<file path="src/rtl/ddr_layer_cfg_fetch_if.sv">
// Config-read request/response and DMA descriptor bus.
// master: drives rd_req_*, desc_*; samples rd_rsp_*, ready inputs.
interface ddr_layer_cfg_fetch_if #(
   parameter int ADDR_W = 32,
   parameter int DATA_W = 128,
   parameter int LEN_W  = 24
);
   logic              rd_req_valid;
   logic              rd_req_ready;
   logic [ADDR_W-1:0] rd_req_addr;
   logic              rd_rsp_valid;
   logic [DATA_W-1:0] rd_rsp_data;
   logic              desc_valid;
   logic              desc_ready;
   logic [1:0]        desc_type;
   logic [ADDR_W-1:0] desc_addr;
   logic [LEN_W-1:0]  desc_len;

   modport master (
      output rd_req_valid, rd_req_addr,
      input  rd_req_ready,
      input  rd_rsp_valid, rd_rsp_data,
      output desc_valid, desc_type, desc_addr, desc_len,
      input  desc_ready
   );

   modport slave (
      input  rd_req_valid, rd_req_addr,
      output rd_req_ready,
      output rd_rsp_valid, rd_rsp_data,
      input  desc_valid, desc_type, desc_addr, desc_len,
      output desc_ready
   );
endinterface

</file>
<file path="src/rtl/ddr_layer_cfg_fetch.sv">
// Walks the per-layer config table in DDR, emits ACT/FLGACT/WEI/FLGWEI
// read descriptors per layer, then waits for layer_done; zero slot ends.
// Ports: clk, rst (sync, active-high), start, bus (master: config read
// and descriptor handshakes), layer_done, decoded cfg_* outputs,
// layer_idx, busy, all_done.
module ddr_layer_cfg_fetch #(
   parameter int                ADDR_W      = 32,
   parameter int                DATA_W      = 128,
   parameter int                LEN_W       = 24,
   parameter logic [ADDR_W-1:0] CFG_ADDR    = 32'h0800_0000,
   parameter logic [ADDR_W-1:0] ACT_BASE    = 32'h0810_0000,
   parameter logic [ADDR_W-1:0] FLGACT_BASE = 32'h0890_0000,
   parameter logic [ADDR_W-1:0] WEI_BASE    = 32'h08A0_0000,
   parameter logic [ADDR_W-1:0] FLGWEI_BASE = 32'h0920_0000,
   parameter logic [LEN_W-1:0]  ACT_LEN     = 24'h80_0000,
   parameter logic [LEN_W-1:0]  FLG_LEN     = 24'h10_0000,
   parameter logic [LEN_W-1:0]  WEI_LEN     = 24'h80_0000,
   parameter int                MAX_LAYERS  = 256,
   localparam int               IDX_W       = $clog2(MAX_LAYERS)
) (
   input  logic                 clk,
   input  logic                 rst,
   input  logic                 start,
   ddr_layer_cfg_fetch_if.master bus,
   input  logic                 layer_done,
   output logic                 cfg_valid,
   output logic [DATA_W-1:0]    cfg_word,
   output logic [2:0]           cfg_stride,
   output logic                 cfg_pool_valifm,
   output logic [7:0]           cfg_bias_y,
   output logic [19:0]          cfg_scale_y,
   output logic [7:0]           cfg_pool,
   output logic [8:0]           cfg_num_lay,
   output logic [IDX_W-1:0]     layer_idx,
   output logic                 busy,
   output logic                 all_done
);

   typedef enum logic [2:0] {
      IDLE, CFG_REQ, CFG_WAIT, DESC, CFG_OUT, RUN, FINISH
   } state_t;

   state_t            state_q, state_d;
   logic [IDX_W-1:0]  layer_idx_q, layer_idx_d;
   logic [DATA_W-1:0] cfg_word_q, cfg_word_d;
   logic [1:0]        desc_cnt_q, desc_cnt_d;
   logic              desc_valid_q, desc_valid_d;
   logic [ADDR_W-1:0] desc_addr_q, desc_addr_d;
   logic [LEN_W-1:0]  desc_len_q, desc_len_d;
   logic              done_seen_q, done_seen_d;
   logic              all_done_q, all_done_d;
   logic              rd_req_valid;
   logic              desc_hs;
   logic              last_layer;

   function automatic logic [ADDR_W-1:0] base_of(input logic [1:0] d);
      logic [ADDR_W-1:0] b;
      case (d)
         2'd0:    b = ACT_BASE;
         2'd1:    b = FLGACT_BASE;
         2'd2:    b = WEI_BASE;
         default: b = FLGWEI_BASE;
      endcase
      return b;
   endfunction

   function automatic logic [LEN_W-1:0] len_of(input logic [1:0] d);
      logic [LEN_W-1:0] l;
      case (d)
         2'd0:    l = ACT_LEN;
         2'd2:    l = WEI_LEN;
         default: l = FLG_LEN;
      endcase
      return l;
   endfunction

   // Region start wraps modulo 2^ADDR_W.
   function automatic logic [ADDR_W-1:0] addr_of(
      input logic [1:0]       d,
      input logic [IDX_W-1:0] idx
   );
      return base_of(d) + ADDR_W'(idx) * ADDR_W'(len_of(d));
   endfunction

   assign desc_hs    = desc_valid_q && bus.desc_ready;
   assign last_layer = (layer_idx_q == IDX_W'(MAX_LAYERS - 1));

   always_comb begin
      state_d      = state_q;
      layer_idx_d  = layer_idx_q;
      cfg_word_d   = cfg_word_q;
      desc_cnt_d   = desc_cnt_q;
      desc_valid_d = desc_valid_q;
      desc_addr_d  = desc_addr_q;
      desc_len_d   = desc_len_q;
      done_seen_d  = done_seen_q;
      all_done_d   = 1'b0;
      rd_req_valid = 1'b0;
      cfg_valid    = 1'b0;
      case (state_q)
         IDLE: begin
            if (start) begin
               layer_idx_d = '0;
               done_seen_d = 1'b0;
               state_d     = CFG_REQ;
            end
         end
         CFG_REQ: begin
            rd_req_valid = 1'b1;
            if (bus.rd_req_ready) state_d = CFG_WAIT;
         end
         CFG_WAIT: begin
            if (bus.rd_rsp_valid) begin
               cfg_word_d = bus.rd_rsp_data;
               if (bus.rd_rsp_data == '0) begin
                  state_d = FINISH;
               end else begin
                  state_d      = DESC;
                  desc_cnt_d   = 2'd0;
                  desc_valid_d = 1'b1;
                  desc_addr_d  = addr_of(2'd0, layer_idx_q);
                  desc_len_d   = len_of(2'd0);
               end
            end
         end
         DESC: begin
            if (layer_done) done_seen_d = 1'b1;
            if (desc_hs) begin
               if (desc_cnt_q == 2'd3) begin
                  desc_cnt_d   = 2'd0;
                  desc_valid_d = 1'b0;
                  desc_addr_d  = '0;
                  desc_len_d   = '0;
                  state_d      = CFG_OUT;
               end else begin
                  desc_cnt_d  = desc_cnt_q + 2'd1;
                  desc_addr_d = addr_of(desc_cnt_q + 2'd1, layer_idx_q);
                  desc_len_d  = len_of(desc_cnt_q + 2'd1);
               end
            end
         end
         CFG_OUT: begin
            cfg_valid = 1'b1;
            if (layer_done) done_seen_d = 1'b1;
            state_d = RUN;
         end
         RUN: begin
            if (layer_done || done_seen_q) begin
               done_seen_d = 1'b0;
               if (last_layer) begin
                  state_d = FINISH;
               end else begin
                  layer_idx_d = layer_idx_q + IDX_W'(1);
                  state_d     = CFG_REQ;
               end
            end
         end
         FINISH: begin
            all_done_d = 1'b1;
            state_d    = IDLE;
         end
         default: state_d = IDLE;
      endcase
   end

   always_ff @(posedge clk) begin
      if (rst) begin
         state_q      <= IDLE;
         layer_idx_q  <= '0;
         cfg_word_q   <= '0;
         desc_cnt_q   <= '0;
         desc_valid_q <= 1'b0;
         desc_addr_q  <= '0;
         desc_len_q   <= '0;
         done_seen_q  <= 1'b0;
         all_done_q   <= 1'b0;
      end else begin
         state_q      <= state_d;
         layer_idx_q  <= layer_idx_d;
         cfg_word_q   <= cfg_word_d;
         desc_cnt_q   <= desc_cnt_d;
         desc_valid_q <= desc_valid_d;
         desc_addr_q  <= desc_addr_d;
         desc_len_q   <= desc_len_d;
         done_seen_q  <= done_seen_d;
         all_done_q   <= all_done_d;
      end
   end

   assign bus.rd_req_valid = rd_req_valid;
   assign bus.rd_req_addr  = CFG_ADDR + ADDR_W'({layer_idx_q, 4'b0});
   assign bus.desc_valid   = desc_valid_q;
   assign bus.desc_type    = desc_cnt_q;
   assign bus.desc_addr    = desc_addr_q;
   assign bus.desc_len     = desc_len_q;

   assign cfg_word        = cfg_word_q;
   assign cfg_stride      = cfg_word_q[2:0];
   assign cfg_pool_valifm = cfg_word_q[3];
   assign cfg_bias_y      = cfg_word_q[11:4];
   assign cfg_scale_y     = cfg_word_q[31:12];
   assign cfg_pool        = cfg_word_q[39:32];
   assign cfg_num_lay     = cfg_word_q[48:40];
   assign layer_idx       = layer_idx_q;
   assign busy            = (state_q != IDLE);
   assign all_done        = all_done_q;

endmodule

</file>
<file path="src/flat_wrapper.sv">
// flat-port wrapper written by rule: the top's interface ports become plain ports
module ddr_layer_cfg_fetch_flat 
#(
   parameter int                ADDR_W      = 32,
   parameter int                DATA_W      = 128,
   parameter int                LEN_W       = 24,
   parameter logic [ADDR_W-1:0] CFG_ADDR    = 32'h0800_0000,
   parameter logic [ADDR_W-1:0] ACT_BASE    = 32'h0810_0000,
   parameter logic [ADDR_W-1:0] FLGACT_BASE = 32'h0890_0000,
   parameter logic [ADDR_W-1:0] WEI_BASE    = 32'h08A0_0000,
   parameter logic [ADDR_W-1:0] FLGWEI_BASE = 32'h0920_0000,
   parameter logic [LEN_W-1:0]  ACT_LEN     = 24'h80_0000,
   parameter logic [LEN_W-1:0]  FLG_LEN     = 24'h10_0000,
   parameter logic [LEN_W-1:0]  WEI_LEN     = 24'h80_0000,
   parameter int                MAX_LAYERS  = 256,
   localparam int               IDX_W       = $clog2(MAX_LAYERS)
)
  (clk, rst, start, layer_done, cfg_valid, cfg_word, cfg_stride, cfg_pool_valifm, cfg_bias_y, cfg_scale_y, cfg_pool, cfg_num_lay, layer_idx, busy, all_done, bus_rd_req_valid, bus_rd_req_addr, bus_rd_req_ready, bus_rd_rsp_valid, bus_rd_rsp_data, bus_desc_valid, bus_desc_type, bus_desc_addr, bus_desc_len, bus_desc_ready);
  ddr_layer_cfg_fetch_if #(.ADDR_W(ADDR_W), .DATA_W(DATA_W), .LEN_W(LEN_W)) bus_i ();
  input  logic clk;
  input  logic rst;
  input  logic start;
  input  logic layer_done;
  output logic cfg_valid;
  output logic [DATA_W-1:0] cfg_word;
  output logic [2:0] cfg_stride;
  output logic cfg_pool_valifm;
  output logic [7:0] cfg_bias_y;
  output logic [19:0] cfg_scale_y;
  output logic [7:0] cfg_pool;
  output logic [8:0] cfg_num_lay;
  output logic [IDX_W-1:0] layer_idx;
  output logic busy;
  output logic all_done;
  output wire logic [$bits(bus_i.rd_req_valid)-1:0] bus_rd_req_valid;
  output wire logic [$bits(bus_i.rd_req_addr)-1:0] bus_rd_req_addr;
  input wire logic [$bits(bus_i.rd_req_ready)-1:0] bus_rd_req_ready;
  input wire logic [$bits(bus_i.rd_rsp_valid)-1:0] bus_rd_rsp_valid;
  input wire logic [$bits(bus_i.rd_rsp_data)-1:0] bus_rd_rsp_data;
  output wire logic [$bits(bus_i.desc_valid)-1:0] bus_desc_valid;
  output wire logic [$bits(bus_i.desc_type)-1:0] bus_desc_type;
  output wire logic [$bits(bus_i.desc_addr)-1:0] bus_desc_addr;
  output wire logic [$bits(bus_i.desc_len)-1:0] bus_desc_len;
  input wire logic [$bits(bus_i.desc_ready)-1:0] bus_desc_ready;
  assign bus_rd_req_valid = bus_i.rd_req_valid;
  assign bus_rd_req_addr = bus_i.rd_req_addr;
  assign bus_i.rd_req_ready = bus_rd_req_ready;
  assign bus_i.rd_rsp_valid = bus_rd_rsp_valid;
  assign bus_i.rd_rsp_data = bus_rd_rsp_data;
  assign bus_desc_valid = bus_i.desc_valid;
  assign bus_desc_type = bus_i.desc_type;
  assign bus_desc_addr = bus_i.desc_addr;
  assign bus_desc_len = bus_i.desc_len;
  assign bus_i.desc_ready = bus_desc_ready;
  ddr_layer_cfg_fetch #(.ADDR_W(ADDR_W), .DATA_W(DATA_W), .LEN_W(LEN_W), .CFG_ADDR(CFG_ADDR), .ACT_BASE(ACT_BASE), .FLGACT_BASE(FLGACT_BASE), .WEI_BASE(WEI_BASE), .FLGWEI_BASE(FLGWEI_BASE), .ACT_LEN(ACT_LEN), .FLG_LEN(FLG_LEN), .WEI_LEN(WEI_LEN), .MAX_LAYERS(MAX_LAYERS)) u_core (.clk(clk), .rst(rst), .start(start), .bus(bus_i), .layer_done(layer_done), .cfg_valid(cfg_valid), .cfg_word(cfg_word), .cfg_stride(cfg_stride), .cfg_pool_valifm(cfg_pool_valifm), .cfg_bias_y(cfg_bias_y), .cfg_scale_y(cfg_scale_y), .cfg_pool(cfg_pool), .cfg_num_lay(cfg_num_lay), .layer_idx(layer_idx), .busy(busy), .all_done(all_done));
endmodule
</file>
<file path="config.mk">
export PLATFORM = sky130hd
export DESIGN_NAME = ddr_layer_cfg_fetch_flat
export DESIGN_NICKNAME = d
export VERILOG_FILES = /design/src/rtl/ddr_layer_cfg_fetch_if.sv /design/src/rtl/ddr_layer_cfg_fetch.sv /design/src/flat_wrapper.sv
export SDC_FILE = /design/constraint.sdc
export NUM_CORES = 1
export LEC_CHECK = 0
export BUFFER_PORTS_ARGS = -buffer_cell sky130_fd_sc_hd__clkbuf_2
export CAP_MARGIN = 20
export CORE_AREA = 2 2 163 165
export DETAILED_ROUTE_END_ITERATION = 16
export DIE_AREA = 0 0 165 167
export GPL_TIMING_DRIVEN = 0
export SKIP_CTS_REPAIR_TIMING = 1
export SYNTH_ARGS = -nofsm -noshare
export SYNTH_HDL_FRONTEND = slang
export SYNTH_SLANG_ARGS = --single-unit
</file>
<file path="constraint.sdc">
create_clock -name clk -period 5.15 [get_ports clk]
set_clock_uncertainty 0.15 [all_clocks]
set_input_delay 1.03 -clock clk [delete_from_list [all_inputs] [get_ports clk]]
set_output_delay 1.03 -clock clk [all_outputs]
set_load 0.005 [all_outputs]
</file>
# [Word level (Yosys, flattened, before mapping)]
# Index checks and enable logic that the tools add are counted.
[totals] reg_bits=200 inputBits=135 out_inout_bits=280 wordCells=104
[classes] n_addsub=5 n_mul=2 eq_ne=19 muxes=52 n_reduce_logical=17
[op_table] op="$mux W32" count=10
[op_table] op="$mux W24" count=9
[op_table] op="$logic_not A128 Y1" count=1
[op_table] op="$pmux W25 S3" count=1
[op_table] op="$add A32 B32 Y32" count=2
[op_table] op="$mul A8 B24 Y32" count=2
[op_table] op="$pmux W32 S2" count=1
[op_table] op="$pmux W24 S2" count=1
[op_table] op="$add A28 B12 Y29 const A" count=1
[op_table] op="$mux W3" count=8
[op_table] op="$mux W8" count=3
[op_table] op="$pmux W3 S6" count=1
[op_table] op="$pmux W8 S2" count=1
[op_table] op="$reduce_and A4 Y1" count=3
[op_table] op="$mux W1" count=10
[op_table] op="$ne A2 B2 Y1 const B" count=5
[op_table] op="$eq A3 B3 Y1 const B" count=3
[op_table] op="$add A8 B1 Y8 const B" count=1
[op_table] op="$eq A8 B8 Y1 const B" count=1
[op_table] op="$mux W2" count=4
[op_table] op="$ne A2 B1 Y1 const B" count=4
[op_table] op="$eq A3 B2 Y1 const B" count=2
[op_table] op="$reduce_and A6 Y1" count=1
[op_table] op="$reduce_bool A3 Y1" count=2
[op_table] op="other kinds (15)" count=18

# [Longest topological paths before layout]
[logic_depth] depth_word=12 ltp_mapped=16 depth_no_buf=15

# [Worst setup path after synthesis]
# Ideal clock, no wire load.
[synth_timing] path_type="flip-flop to flip-flop" startpoint="register u_core.desc_cnt_q[0] (netlist: u_core.bus.desc_type[0])" endpoint="register u_core.desc_addr_q[31] (netlist: u_core.bus.desc_addr[31])" setup_time_ps=121 arrival_ps=3758 t_required_ps=4879 path_slack_ps=1121 path_stages_with_launch=16 path_buffers=1 period_less_slack_ps=4029 path_cell_list="dfxtp_1 > clkbuf_1 > inv_1 > ha_1 > xor2_1 > ha_1 > ha_1 > ha_1 > fa_1 > ha_1 > nor2b_1 > o31ai_1 > a211oi_1 > mux2i_1 > a21oi_1 > mux2_4"
[synth_between] elab_chain_len=12 word_cells_on_any_way=19 classes_between="add/sub: 2; mul: 1; eq/ne: 3; mux: 11; reduce/logical: 2"
[synth_rtl] item="from (decl)" line="ddr_layer_cfg_fetch.sv:46" text="logic [1:0] desc_cnt_q, desc_cnt_d;"
[synth_rtl] item="from (signal assigned)" line="ddr_layer_cfg_fetch.sv:181" text="desc_cnt_q <= desc_cnt_d;"
[synth_rtl] item="$add A2 B1 Y2" line="ddr_layer_cfg_fetch.sv:137" text="desc_addr_d = addr_of(desc_cnt_q + 2'd1, layer_idx_q);"
[synth_rtl] item="$eq A2 B2 Y1 / $logic_not A2 Y1 (equally long branches)" line="ddr_layer_cfg_fetch.sv:58, ddr_layer_cfg_fetch.sv:69"
[synth_rtl] item="$reduce_or A2 Y1 (no source line)"
[synth_rtl] item="$mux W24" line="ddr_layer_cfg_fetch.sv:69" text="case (d)"
[synth_rtl] item="$mux W24" line="ddr_layer_cfg_fetch.sv:129" text="if (desc_cnt_q == 2'd3) begin"
[synth_rtl] item="$mux W24" line="ddr_layer_cfg_fetch.sv:128" text="if (desc_hs) begin"
[synth_rtl] item="$mux W24" line="ddr_layer_cfg_fetch.sv:100" text="case (state_q)"
[synth_rtl] item="$mul A8 B24 Y32" line="ddr_layer_cfg_fetch.sv:82" text="return base_of(d) + ADDR_W'(idx) * ADDR_W'(len_of(d));"
[synth_rtl] item="$add A32 B32 Y32" line="ddr_layer_cfg_fetch.sv:82"
[synth_rtl] item="$mux W32 *" line="ddr_layer_cfg_fetch.sv:129"
[synth_rtl] item="$mux W32 *" line="ddr_layer_cfg_fetch.sv:128"
[synth_rtl] item="$pmux W32 S2 *" line="ddr_layer_cfg_fetch.sv:100"
[synth_rtl] item="to (signal assigned)" line="ddr_layer_cfg_fetch.sv:183" text="desc_addr_q <= desc_addr_d;"
[synth_rtl] item="to (decl)" line="ddr_layer_cfg_fetch.sv:48" text="logic [ADDR_W-1:0] desc_addr_q, desc_addr_d;"
# Every way passes the cells marked *; elsewhere a longest branch is shown, timed or not. The select of a mux whose other input is x is not followed.
# A chain may end at the register's enable or synchronous reset.

# [Worst setup path in the final report]
# Ends and elaborated chain as after synthesis.

==> impl_metrics.csv <==
group,metric,value,unit
logic_synthesis,synth_fa_ha_area_frac,0.06098,
routing,wire_per_inst,15.64,um
power_and_ir_drop,total_power,3.429,mW
timing,tightest_slew,0.8022,ns
routing,drc_errors,0,
grt,grt-ovfl-total,0,
grt,first_global_vias,7504,
routing,drtIter0Drc,422,
timing,hold_viol_final,0,
routing,ant_nets,0,
floorplanning,die-area,27560,um2
layout,syn_to_final_growth,37.96,%
layout,final.fill_count,2690,
worst_setup_path,setup.worst_path.class,"reg2reg",
worst_hold_path,worst_hold_path_type,"reg2reg",
logic_synthesis,yosys-top-cells-area,"dfxtp_1 39%, nand2_1 13%, buf_4 12%, a21oi_1 9.3%, ha_1 5.6%",
layout,fin_nets,1620,
logic_synthesis,synth_area,8043,um2
logic_synthesis,yosys.area.top_type_share,0.3933,
run_status,status,"complete, no violations",
grt,antenna_found_initial,0,
clocking,cts.clk_slew.worst_paths,0.07,ns
clocking,cts_buffer_depth,2,
grt,met3_usage,0.04533,
worst_setup_path,critical_path.startpoint,"u_core.bus.desc_type[0]",
clocking,clk_latency,0.43,ns
routing,via_per_inst,4.514,
worst_setup_path,crit_path_max_fanout,8,
worst_setup_path,r2r_end,"u_core.bus.desc_addr[31]",
floorplanning,coreArea,25760,um2
clocking,tritoncts,"done",
logic_synthesis,yosys.cell_types.count,55,
logic_synthesis,yosysSeqAreaShare,0.3933,
timing,setup_viol,0,
worst_setup_path,r2r_start,"u_core.bus.desc_type[0]",
layout,drive_gt1_frac,0.3596,
power_and_ir_drop,leakage,5.286,nW
floorplanning,dieWidth,165,um
worst_hold_path,hold_end,"u_core.cfg_word[122]",
grt,grt_usage,0.1972,
logic_synthesis,synth_xor_area_frac,0.009801,
logic_synthesis,synth-compound-area-share,0.1413,
logic_synthesis,async_flop_share,0,
worst_setup_path,cp-end-kind,"flip-flop",
power_and_ir_drop,power.density,309.0,nW/um2
worst_setup_path,start_kind,"flip-flop",
floorplanning,initial_core_util,0.3122,
worst_setup_path,crit_arrival,4.77,ns
floorplanning,io_pins,415,
timing,drv_slew,0,
routing,dr.pass1.iters,5,
placement,io_buffers,348,
worst_hold_path,min_delay_path_depth,2,
logic_synthesis,synth.yosys.warnings,0,
worst_setup_path,r2r_cells,15,
timing,relSlewSlack,0.4652,
routing,dr_total_vias,8103,
grt,grt_pass1_wl,41.75,mm
layout,antenna_cells,0,
power_and_ir_drop,ir_drop,0.0001418,V
worst_hold_path,min_from,"u_core.cfg_word[122]",
logic_synthesis,synth_edf_count,0,
logic_synthesis,synth_flop_cell,"dfxtp_1",
timing,period_minus_slack,4.597,ns
clocking,cts-root-buf,"clkbuf_16",
worst_setup_path,rrSetupSlack,0.55,ns
placement,gp_congestion,0.8511,
logic_synthesis,synth.largest_area_cell,"dfxtp_1",
grt,use_met1,0.2525,
logic_synthesis,ys_seq_elements,158,
logic_synthesis,muxShareOfSynthArea,0.02069,
timing,rsz0062_at_grt,"no",
logic_synthesis,synth_top_family_by_area,"simple AND/OR/NAND/NOR gates",
timing,max_freq,217.5,MHz
floorplanning,die_h,167,um
grt,top_usage_layer,"met2",
logic_synthesis,synth_area_per_cell,7.940,um2
flow_run,maxCapViolCount,0,
logic_synthesis,synthSimpleGateAreaFrac,0.2214,
clocking,clock-sinks,158,
clocking,htree_levels,4,
grt,grt_max_degree,20,
timing,tns,0,ns
placement,dp_hpwl,22.51,mm
logic_synthesis,syn-instance-count,1013,
floorplanning,rows,59,
grt,gr-usage-met2,0.3290,
timing,fin_crit_sh,0.8927,
routing,wl,28.08,mm
worst_setup_path,crit_required,5.32,ns
clocking,cts_made_buffers,17,
## how the worst max path moves through the flow
stage          slack, ns                        to
3_5_place_dp        0.62  u_core.bus.desc_addr[31]
4_1_cts             0.59  u_core.bus.desc_addr[31]
6_report            0.55  u_core.bus.desc_addr[31]
2_1_floorplan       1.12  u_core.bus.desc_addr[31]
3_3_place_gp        0.63  u_core.bus.desc_addr[31]
5_1_grt             0.25  u_core.bus.desc_addr[31]
## routing by layer
metal	vias up	wire length, um
met5	-	0
met4	0	583
met3	36	1783
met2	312	13460
met1	3668	12260
li1	4087	-
## Yosys cell counts, drive strengths merged (5+ instances only)
cell      n
mux2      5
o41ai     8
nor2     29
clkbuf   47
nor2b     9
o21ai    14
buf     133
mux2i     8
and3      5
nand4    11
ha       36
a21oi   152
xor2      7
inv      16
nand3     5
dfxtp   158
nor3     10
nand2b    9
nor4     34
nand2   269
## power breakdown
part,switching (mW),internal [mW]
logic,0.408,0.299
clock network,0.643,0.714
registers,0.0557,1.31
## flip-flops by register name (all words and copies together), names as in the netlist
name,count
u_core.cfg_word,128
u_core.all_done,1
u_core.done_seen_q,1
u_core.bus.desc_type,2
u_core.state_q,3
u_core.bus.desc_len,2
u_core.bus.desc_valid,1
u_core.bus.desc_addr,12
u_core.layer_idx,8
## metrics by stage
step	util	area, um2	worst slack, ns	hold slack (ns)	std cells
after global routing	0.4307	11100	0.2452	0.3211	1795
after global placement	0.4058	10460	0.6334	0.2918	1763
after detailed placement	0.4058	10460	0.6237	0.2970	1763
final	0.4307	11100	0.5526	0.3035	1795
after floorplan	-	8294	1.121	0.3027	1080
after CTS	0.4307	11100	0.5895	0.3069	1795
## cells in the final DEF (no fill, tap or decap), types with 3 or more instances in the layout
cell type  instances
nand4_1           11
nand2b_1           9
buf_4            126
xor2_1             7
o21bai_1           4
o21ai_0           14
dfxtp_1          158
buf_2              3
and2_1             4
nand2_1          269
nor3_1            10
mux2i_1            8
and3_1             5
o41ai_1            8
clkbuf_16         17
nand3_1            5
a211oi_1           3
nor2b_1            9
clkbuf_1          47
inv_8              4
ha_1              36
clkinv_8           6
clkbuf_2         348
nor4_1            31
a22oi_1            4
inv_1             16
or3_1              3
nor2_1            27
buf_1              3
mux2_2             3
conb_1            69
a21o_1             3
a21oi_1          150
## layout make-up
| class | instances | area (um2) | area share |
|---|---|---|---|
| multi-input combinational | 726 | 3911 | 0.3525 |
| sequential | 158 | 3163 | 0.2851 |
| timing repair buffer | 348 | 1742 | 0.1570 |
| buffer | 180 | 1160 | 0.1045 |
| clock buffer | 17 | 425.4 | 0.03834 |
| tap | 335 | 419.2 | 0.03778 |
| clock inverter | 15 | 215.2 | 0.01940 |
| inverter | 16 | 60.06 | 0.005413 |
## critical path, cell delays in order (launching register included)
cell and delay [ns]:
dfxtp_1 0.40, clkbuf_1 0.34, inv_1 0.19, ha_1 0.39
xor2_1 0.16, ha_1 0.22, ha_1 0.28, ha_1 0.21
fa_1 0.46, ha_1 0.35, nor2b_1 0.16, o31ai_1 0.39
a211oi_1 0.18, mux2i_1 0.21, a21oi_1 0.09, mux2_4 0.29
## kinds of logic after synthesis
family          count (synthesis)
mux                            14
xor+xnor                        9
compound gates                201
buf+inv                       196
flops                         158
simple gates                  395
other cells                     2
fa+ha+maj                      38
(Power assumes the default switching activity.)
